===== config.mk =====
export PLATFORM = sky130hd
export DESIGN_NAME = light_adc_spi_reader
export DESIGN_NICKNAME = d
export VERILOG_FILES = /design/src/rtl/light_spi_pkg.sv /design/src/rtl/spi_sclk_div.sv /design/src/rtl/light_adc_spi_reader.sv
export SDC_FILE = /design/constraint.sdc
export NUM_CORES = 1
export LEC_CHECK = 0
export CAP_MARGIN = 40
export CORE_MARGIN = 1
export CORE_UTILIZATION = 44
export DETAILED_ROUTE_END_ITERATION = 10
export GPL_TIMING_DRIVEN = 0
export MAX_ROUTING_LAYER = met4
export PLACE_DENSITY = 0.63
export SLEW_MARGIN = 20
export SYNTH_ARGS = -nofsm -noshare
export SYNTH_HDL_FRONTEND = slang
export SYNTH_SLANG_ARGS = --single-unit
export TNS_END_PERCENT = 50

===== constraint.sdc =====
create_clock -name clk -period 4.8 [get_ports clk]
set_input_delay 0.72 -clock clk [delete_from_list [all_inputs] [get_ports clk]]
set_output_delay 0.72 -clock clk [all_outputs]
set_load 0.03 [all_outputs]

===== src/rtl/light_spi_pkg.sv =====
// Shared constants for the light-sensor ADC reader: FSM encodings, default timing
// and thermometer thresholds (thermometer output is enabled with LIGHT_THERMO_EN).
package light_spi_pkg;

    localparam int DEF_CLK_DIV    = 25;
    localparam int DEF_FRAME_BITS = 16;

    localparam logic [2:0] ST_IDLE     = 3'd0;
    localparam logic [2:0] ST_CS_SETUP = 3'd1;
    localparam logic [2:0] ST_SHIFT    = 3'd2;
    localparam logic [2:0] ST_CS_HOLD  = 3'd3;
    localparam logic [2:0] ST_DONE     = 3'd4;

    typedef enum logic [2:0] {
        IDLE     = ST_IDLE,
        CS_SETUP = ST_CS_SETUP,
        SHIFT    = ST_SHIFT,
        CS_HOLD  = ST_CS_HOLD,
        DONE     = ST_DONE
    } state_e;

    // Bit i of the thermometer code is set once the raw level reaches 32*i+16.
    localparam logic [7:0] THERMO_TH [8] = '{8'd16, 8'd48, 8'd80, 8'd112,
                                             8'd144, 8'd176, 8'd208, 8'd240};

    function automatic logic [7:0] thermo_code(input logic [7:0] raw);
        logic [7:0] code;
        code = '0;
        for (int i = 0; i < 8; i++) begin
            code[i] = (raw >= THERMO_TH[i]);
        end
        return code;
    endfunction

endpackage


===== src/rtl/spi_sclk_div.sv =====
// Half-period timer for the SPI reader: ticks every CLK_DIV enabled cycles and
// alternates between rise and fall ticks; clear restarts both count and phase.
module spi_sclk_div #(
    parameter int CLK_DIV = 25
) (
    input  logic clk,
    input  logic rst,
    input  logic en,
    input  logic clear,
    output logic rise_tick,
    output logic fall_tick
);

    localparam int CW = (CLK_DIV > 1) ? $clog2(CLK_DIV) : 1;

    logic [CW-1:0] cnt_q;
    logic          phase_q;
    logic          tick;

    assign tick      = en && (cnt_q == CW'(CLK_DIV - 1));
    assign rise_tick = tick && !phase_q;
    assign fall_tick = tick && phase_q;

    always_ff @(posedge clk) begin
        if (rst || clear) begin
            cnt_q   <= '0;
            phase_q <= 1'b0;
        end else if (en) begin
            if (tick) begin
                cnt_q   <= '0;
                phase_q <= !phase_q;
            end else begin
                cnt_q <= cnt_q + CW'(1);
            end
        end
    end

endmodule


===== src/rtl/light_adc_spi_reader.sv =====
// SPI mode-0 master reading one light-sensor ADC frame and returning an 8-bit level.
// Define LIGHT_THERMO_EN to return the thermometer code of the level instead of the raw value.
module light_adc_spi_reader
    import light_spi_pkg::*;
#(
    parameter int                    CLK_DIV    = DEF_CLK_DIV,
    parameter int                    FRAME_BITS = DEF_FRAME_BITS,
    parameter logic [FRAME_BITS-1:0] CMD_WORD   = '0,
    parameter int                    DATA_LSB   = 4
) (
    input  logic       clk,
    input  logic       rst,
    input  logic       start,
    output logic       busy,
    output logic       sclk,
    output logic       cs_n,
    output logic       mosi,
    input  logic       miso,
    output logic [7:0] led_data,
    output logic       spi_done,
    output logic [2:0] dbg_state
);

    localparam int BW  = $clog2(FRAME_BITS) + 1;
    localparam int RXW = DATA_LSB + 8;

    state_e              state_q, state_d;
    logic                sclk_q, sclk_d;
    logic                cs_n_q, cs_n_d;
    logic                mosi_q, mosi_d;
    logic                busy_q, busy_d;
    logic                done_q, done_d;
    logic [7:0]          led_q, led_d;
    logic [FRAME_BITS-2:0] tx_q, tx_d;
    logic [RXW-1:0]      rx_q, rx_d;
    logic [BW-1:0]       bit_q, bit_d;
    logic [7:0]          raw_level, level;
    logic                div_en, div_clear, rise_tick, fall_tick;

    assign div_en    = (state_q == CS_SETUP) || (state_q == SHIFT) || (state_q == CS_HOLD);
    // Setup uses the divider's first tick; clearing here lets SHIFT begin at a low phase.
    assign div_clear = !div_en || ((state_q == CS_SETUP) && rise_tick);

    spi_sclk_div #(.CLK_DIV(CLK_DIV)) u_div (
        .clk      (clk),
        .rst      (rst),
        .en       (div_en),
        .clear    (div_clear),
        .rise_tick(rise_tick),
        .fall_tick(fall_tick)
    );

    assign raw_level = rx_q[RXW-1:DATA_LSB];
`ifdef LIGHT_THERMO_EN
    assign level = thermo_code(raw_level);
`else
    assign level = raw_level;
`endif

    always_comb begin
        state_d = state_q;
        sclk_d  = sclk_q;
        mosi_d  = mosi_q;
        tx_d    = tx_q;
        rx_d    = rx_q;
        bit_d   = bit_q;
        led_d   = led_q;
        case (state_q)
            IDLE: begin
                sclk_d = 1'b0;
                mosi_d = 1'b0;
                if (start) begin
                    state_d = CS_SETUP;
                    mosi_d  = CMD_WORD[FRAME_BITS-1];
                    tx_d    = CMD_WORD[FRAME_BITS-2:0];
                    bit_d   = '0;
                end
            end
            CS_SETUP: begin
                if (rise_tick) state_d = SHIFT;
            end
            SHIFT: begin
                if (rise_tick) begin
                    sclk_d = 1'b1;
                    rx_d   = {rx_q[RXW-2:0], miso};
                    bit_d  = bit_q + BW'(1);
                end
                if (fall_tick) begin
                    sclk_d = 1'b0;
                    tx_d   = {tx_q[FRAME_BITS-3:0], 1'b0};
                    if (bit_q == BW'(FRAME_BITS)) begin
                        state_d = CS_HOLD;
                        mosi_d  = 1'b0;
                    end else begin
                        mosi_d = tx_q[FRAME_BITS-2];
                    end
                end
            end
            CS_HOLD: begin
                if (rise_tick) begin
                    state_d = DONE;
                    led_d   = level;
                end
            end
            DONE:    state_d = IDLE;
            default: state_d = IDLE;
        endcase
        cs_n_d = (state_d == IDLE) || (state_d == DONE);
        busy_d = (state_d != IDLE);
        done_d = (state_d == DONE);
    end

    always_ff @(posedge clk) begin
        if (rst) begin
            state_q <= IDLE;
            sclk_q  <= 1'b0;
            cs_n_q  <= 1'b1;
            mosi_q  <= 1'b0;
            busy_q  <= 1'b0;
            done_q  <= 1'b0;
            led_q   <= 8'h00;
            tx_q    <= '0;
            rx_q    <= '0;
            bit_q   <= '0;
        end else begin
            state_q <= state_d;
            sclk_q  <= sclk_d;
            cs_n_q  <= cs_n_d;
            mosi_q  <= mosi_d;
            busy_q  <= busy_d;
            done_q  <= done_d;
            led_q   <= led_d;
            tx_q    <= tx_d;
            rx_q    <= rx_d;
            bit_q   <= bit_d;
        end
    end

    assign sclk      = sclk_q;
    assign cs_n      = cs_n_q;
    assign mosi      = mosi_q;
    assign busy      = busy_q;
    assign spi_done  = done_q;
    assign led_data  = led_q;
    assign dbg_state = state_q;

endmodule


==> results.cfg, run 1 <==
[cts]
cts_hold_buffers = 0
post_cts_buffers = 0
cts-resized-gates = 0
cts_max_level = 2
cts_tree = yes
cts_max_path_buffers = 2
root_buffer = sky130_fd_sc_hd__clkbuf_8
clkSinkCount = 38
worst_setup_hold_path_clk_slew_ps = 90
clock_insertion_delay_worst_skew_ps = 290
cts_made_buffers = 5

[global_route]
grt.overflow.total = 0
vias_in_the_first_global_route = 1305
grt.total_usage = 0.201
grt_antenna_before_repair = 0
wire_length_of_the_first_global_routing_pass_um = 6040
grt_max_degree = 14

[place]
numPortBuffers = 18
post-place-ws_ps = 2500
hpwl_detailed_um = 2460
place.gp.congestion = 0.769

[synth]
post-synth-top-count-cell = sky130_fd_sc_hd__dfxtp_1
synthXorXnorAreaFrac = 0.0157
synth_edf_count = 0
post_synth_num_cell_types = 35
synth_simple_gate_area_frac = 0.240
dominant_combinational_cell_family_by_area_after_synthesis = simple AND/OR/NAND/NOR gates
async_flop_share = 0
post_synth_mux_area_share = 0.0538
synth-compound-area-share = 0.147
synthTopCellsByCount = sky130_fd_sc_hd__dfxtp_1 (38), sky130_fd_sc_hd__nand3_1 (22), sky130_fd_sc_hd__a21oi_1 (20)
ys_warn_count = 0
synth_seq_area_share = 0.454
synthTopCellsByArea = sky130_fd_sc_hd__dfxtp_1 (45%), sky130_fd_sc_hd__nand3_1 (6.6%), sky130_fd_sc_hd__nand2b_1 (6.3%)
syn-cell-area_mm2 = 0.00168
post_synth_inst_count = 184
post_synthesis_net_count = 192
postSynthAreaPerCell_um2 = 9.11
synth_top_area_share = 0.454
post_synth_fa_ha_maj_area_fraction = 0.0299
synth-seq-cells = 38
predominant_post_synthesis_flop_cell = sky130_fd_sc_hd__dfxtp_1
yosys.area.top_type = sky130_fd_sc_hd__dfxtp_1

[worst_setup_path]
critPathSlowestCell = sky130_fd_sc_hd__clkdlybuf4s50_1
worst_setup_path_startpoint = dbg_state[2]$_SDFF_PP0_
worstPathBufferInverterCount = 1
timing.critical_path.required_ps = 4080
critPathArrivalTime_ps = 1490
crit_chain = clkdlybuf4s50_1
critical_path.max_stage_delay_ps = 740
worstSetupPathType = reg2out
critical_path.endpoint_type = output pin
crit-reg2reg-launch = u_div.cnt_q[0]$_SDFFE_PP0N_
startpoint_type = register
worst_path_dominant_cell_family = buffers and inverters
worst-path-max-fanout = 7

[routing]
routedWlPerCell_um = 13.4
postRouteWirelength_um = 3470
drt_pre_antenna_iters = 4
drcViolationCount = 0
drtAntennaViolNets = 0
routed-via-count = 1381
via_per_inst = 5.33
drt_first_iter_violations = 68

[sta]
finalMaxSlewViolations = 0
finalHoldViolations = 0
relSlewSlack = 0.492
total_neg_setup_slack_ps = 0
fmax_mhz = 452
worst_clk_skew_ps = 13.6
final.min_clock_period_ps = 2210
timing.final.ws_setup_ps = 2590
report.final.setup_viol = 0
unrepaired_setup_endpoints_after_global_routing = no
min_period_over_period = 0.460
worst-slew-pin-transition_ps = 756

[layout]
areaGrowthSynthToFinish_pct = 22.8
drive_gt1_frac = 0.0900
antenna-diode-count = 0
nets = 218
fillCellCount = 319
multiInputGateArea_um2 = 820
seq_area_um2 = 761

[power]
design_power_total_mw = 0.670
total_leakage_power_nw = 0.672
p_per_area_mw_per_mm2 = 326
peakVddDrop_mv = 0.245

[floorplan]
die_extent_in_x_um = 63.7
initial_core_util = 0.458
io_pins = 20
design.die.area_mm2 = 0.00406
core-area_mm2 = 0.00366
rows = 22
die_height_um = 63.7

[flow_run]
cap_violations = 0

[worst_hold_path]
holdCritStartpoint = rx_q[0]$_SDFFE_PP0P_
timing.hold.worst.class = reg2reg

[run_status]
run_status = complete, no violations
-- flip-flops by register name (all words and copies together) (netlist names) --
name and flops:
u_div.phase_q 1, cs_n 1, busy 1, u_div.cnt_q 5, led_data 8, bit_q 5
spi_done 1, dbg_state 3, rx_q 12, sclk 1
-- kinds of logic after synthesis --
kind of cell             after synthesis
AO/OA/AOI/OAI                         44
XOR/XNOR                               3
adder cells (fa/ha/maj)                4
buffers and inverters                 20
flip-flops                            38
multiplexers                           9
other                                  1
AND/OR/NAND/NOR                       65
-- layer usage --
layer	track usage	vias to the layer above	wire (um)
li1	-	703	-
met1	0.242	643	1660
met2	0.315	31	1670
met3	0.0670	4	115
met4	0.0597	0	24
met5	-	-	0
-- cell usage in the layout (no fill, tap or decap), drive strengths merged, types with 5 or more instances in the layout --
cell type	synthesis	routed
a21oi	20	20
buf	4	5
clkbuf	10	15
clkdlybuf4s50	0	18
dfxtp	38	38
inv	6	6
mux2i	9	9
nand2	5	5
nand2b	17	17
nand3	22	22
nor2	6	6
o21ai	14	14
-- where the power goes --
part           internal [mW]  leakage, nW  switching, mW
Clock                  0.208       0.0683          0.114
Sequential             0.317        0.307        0.00126
Combinational         0.0122        0.297         0.0164
Total                  0.538        0.672          0.132
-- worst paths after layout --
path | end | cells past startpoint | slack (ps)
hold / removal | rx_q[1]$_SDFFE_PP0P_ | 2 | 460
setup / recovery | dbg_state[2] | 1 | 2590
setup reg to reg | led_data[2]$_SDFFE_PP0P_ | 5 | 2840
hold reg to reg | rx_q[1]$_SDFFE_PP0P_ | 2 | 460
-- stage by stage --
stage | util | std cells | instance area, um2 | hold slack, ps
final | 0.562 | 259 | 2060 | 456
after floorplan | - | 184 | 1680 | 430
after global placement | 0.523 | 250 | 1920 | 444
after detailed placement | 0.524 | 251 | 1920 | 458
after CTS | 0.562 | 259 | 2060 | 458
after global routing | 0.562 | 259 | 2060 | 490
-- area by class of cell --
cell class,count,area share
tap,48,0.0292
buffer,14,0.0353
timing repair buffer,19,0.0894
clock buffer,5,0.0335
sequential,38,0.370
multi-input combinational,126,0.398
clock inverter,3,0.0335
inverter,6,0.0109
Note: power is estimated with default switching activity, not from simulation.
==> inputs of run 2 (changes only) <==
Clock period 4.8 ns to 2.25 ns, I/O delays scaled along.
==> results of run 2 <==
The final DEF is identical to that of run 1. Status: complete, no violations.
Among the figures that moved: setup slack after placement 2500 ps -> 265 ps; setup slack after layout 2590 ps -> 286 ps; start point of the critical path dbg_state[2]$_SDFF_PP0_ -> u_div.cnt_q[0]$_SDFFE_PP0N_; end point of the critical path dbg_state[2] -> led_data[2]$_SDFFE_PP0P_; register-to-register setup slack 2840 ps -> 290 ps; total power 0.670 mW -> 1.43 mW; worst IR drop on VDD 0.245 mV -> 0.522 mV
==> patch (config.mk and constraints of run 2) <==
Register the inputs `start` and `miso` before use, without a reset. The logic sees them one clock later.
--- a/src/rtl/light_adc_spi_reader.sv
+++ b/src/rtl/light_adc_spi_reader.sv
@@ -23,6 +23,14 @@
 
     localparam int BW  = $clog2(FRAME_BITS) + 1;
     localparam int RXW = DATA_LSB + 8;
+
+    logic start_q;
+    logic miso_q;
+
+    always_ff @(posedge clk) begin
+        start_q <= start;
+        miso_q  <= miso;
+    end
 
     state_e              state_q, state_d;
     logic                sclk_q, sclk_d;
@@ -69,7 +77,7 @@
             IDLE: begin
                 sclk_d = 1'b0;
                 mosi_d = 1'b0;
-                if (start) begin
+                if (start_q) begin
                     state_d = CS_SETUP;
                     mosi_d  = CMD_WORD[FRAME_BITS-1];
                     tx_d    = CMD_WORD[FRAME_BITS-2:0];
@@ -82,7 +90,7 @@
             SHIFT: begin
                 if (rise_tick) begin
                     sclk_d = 1'b1;
-                    rx_d   = {rx_q[RXW-2:0], miso};
+                    rx_d   = {rx_q[RXW-2:0], miso_q};
                     bit_d  = bit_q + BW'(1);
                 end
                 if (fall_tick) begin
Formal check against the unedited RTL: not equivalent (a bounded check fails within 4 cycles, from zero or initial values and one cycle with rst high).
==> patch against run 2 <==
- design area is 2.9% lower
- sequential power is 6.2% higher
- highest routed layer unchanged
- clock power is 2% lower
- largest cell class is now registers
- non-clock buffer count is 3 lower
- wire length is 12% lower
- sequential cell count is 2 higher
- first-iteration DRC count is 22% lower
- via count is 9.4% lower
- worst setup slack better by 190 ps
- synthesized area is 2.0% lower
- global-route usage is 2.0 points lower
- largest power group is now registers
- total power is 3.1% higher
==> patch: results (changes against run 2) <==
leakage_nw: 0.762  # was 0.672 nW
r2r_end: "rx_q[7]$_SDFFE_PP0P_"  # was led_data[2]$_SDFFE_PP0P_
wl_microns: 3040  # was 3470 microns
grt_pass1_vias: 1226  # was 1305
cp_top_family: "buffers and inverters"  # was simple AND/OR/NAND/NOR gates
status: "finished, final reports clean"  # unchanged
dp.cells: 246  # was 251
dpl.hpwl_microns: 2140  # was 2460 microns
hold_path.class: "in2reg"  # was reg2reg
cp_slowest_stage_delay_ps: 370  # was 730 ps
nNetsFinal: 215  # was 218
drive_gt1_share_pct: 11.1  # was 9.00%
syn_inst: 183  # was 184
synth_common_cells: "40 x dfxtp_1, 30 x nand2_1, 20 x nor2_1"  # was 38 x dfxtp_1, 22 x nand3_1, 20 x a21oi_1
whs_endpoint: "rx_q[3]$_SDFFE_PP0P_"  # was rx_q[1]$_SDFFE_PP0P_
arrival_ps: 1940  # was 2170 ps
grt_pass1_wl_microns: 5380  # was 6040 microns
critPathSlowestCell: "dfxtp_1"  # was nor4_4
place.gp.congestion: 0.793  # was 0.769
clock_skew_ps: 5.69  # was 13.6 ps
grt_util_all_layers_pct: 18.1  # was 20.1%
synth_fp_nets: 191  # was 192
grt_max_degree: 13  # was 14
r2r_slack_ps: 470  # was 290 ps
routedWlPerCell_microns: 12.0  # was 13.4 microns
drtIter0Drc: 53  # was 68
ys_seq_area_share_pct: 48.8  # was 45.4%
vdd_ir_drop_max_mv: 0.443  # was 0.522 mV
## patch: changes by cell type in the layout (fill, tap and decap cells not counted), sizes merged, moves of 3 or more
cell,before,now
a21oi,20,17
buf,5,10
clkbuf,15,8
nand2,5,30
nand2b,17,2
nand3,22,9
nor2,6,20
nor3,0,5
o21ai,14,3
o31ai,4,0
or3,1,4
xnor2,1,5
## patch: final cells by class
cell class                      count  area [sq um]
Buffer                             13          87.6
Timing Repair Buffer               17           170
Clock buffer                        5          68.8
Multi-Input combinational cell    124           731
Inverter                            6          22.5
Sequential cell                    40           801
Tap cell                           46          57.6
Fill cell                         325          1440
Clock inverter                      2          60.1
## patch: layer usage
layer	track usage (%)	share of wire [%]	up-vias
met1	20.8	49	583
met5	-	0	-
met4	7.85	1.9	0
li1	-	-	647
met3	5.98	3.1	6
met2	28.5	46	15
## patch: per-stage QoR
stage | cell area [sq um] | setup slack, ps | hold slack [ps] | util (%)
global route | 2000 | 339 | 335 | 58.1
CTS | 2000 | 465 | 326 | 58.1
floorplan | 1640 | 560 | 365 | -
global placement | 1870 | 510 | 425 | 54.3
detailed placement | 1870 | 511 | 434 | 54.3
finish | 2000 | 474 | 330 | 58.1
## patch: cells by family after synthesis
logic type | share of synthesized area (%)
AO/OA/AOI/OAI | 7.39
XOR/XNOR | 3.20
other | 0.228
AND/OR/NAND/NOR | 25.8
multiplexers | 4.88
buffers and inverters | 6.71
flip-flops | 48.8
adder cells (fa/ha/maj) | 3.05
## patch: power by group
part	internal (W)	leakage (nW)	switching, W	total, W
logic	0.0000292	0.374	0.0000459	0.0000751
registers	0.000717	0.324	0.00000546	0.000722
clock network	0.000436	0.0642	0.000239	0.000676
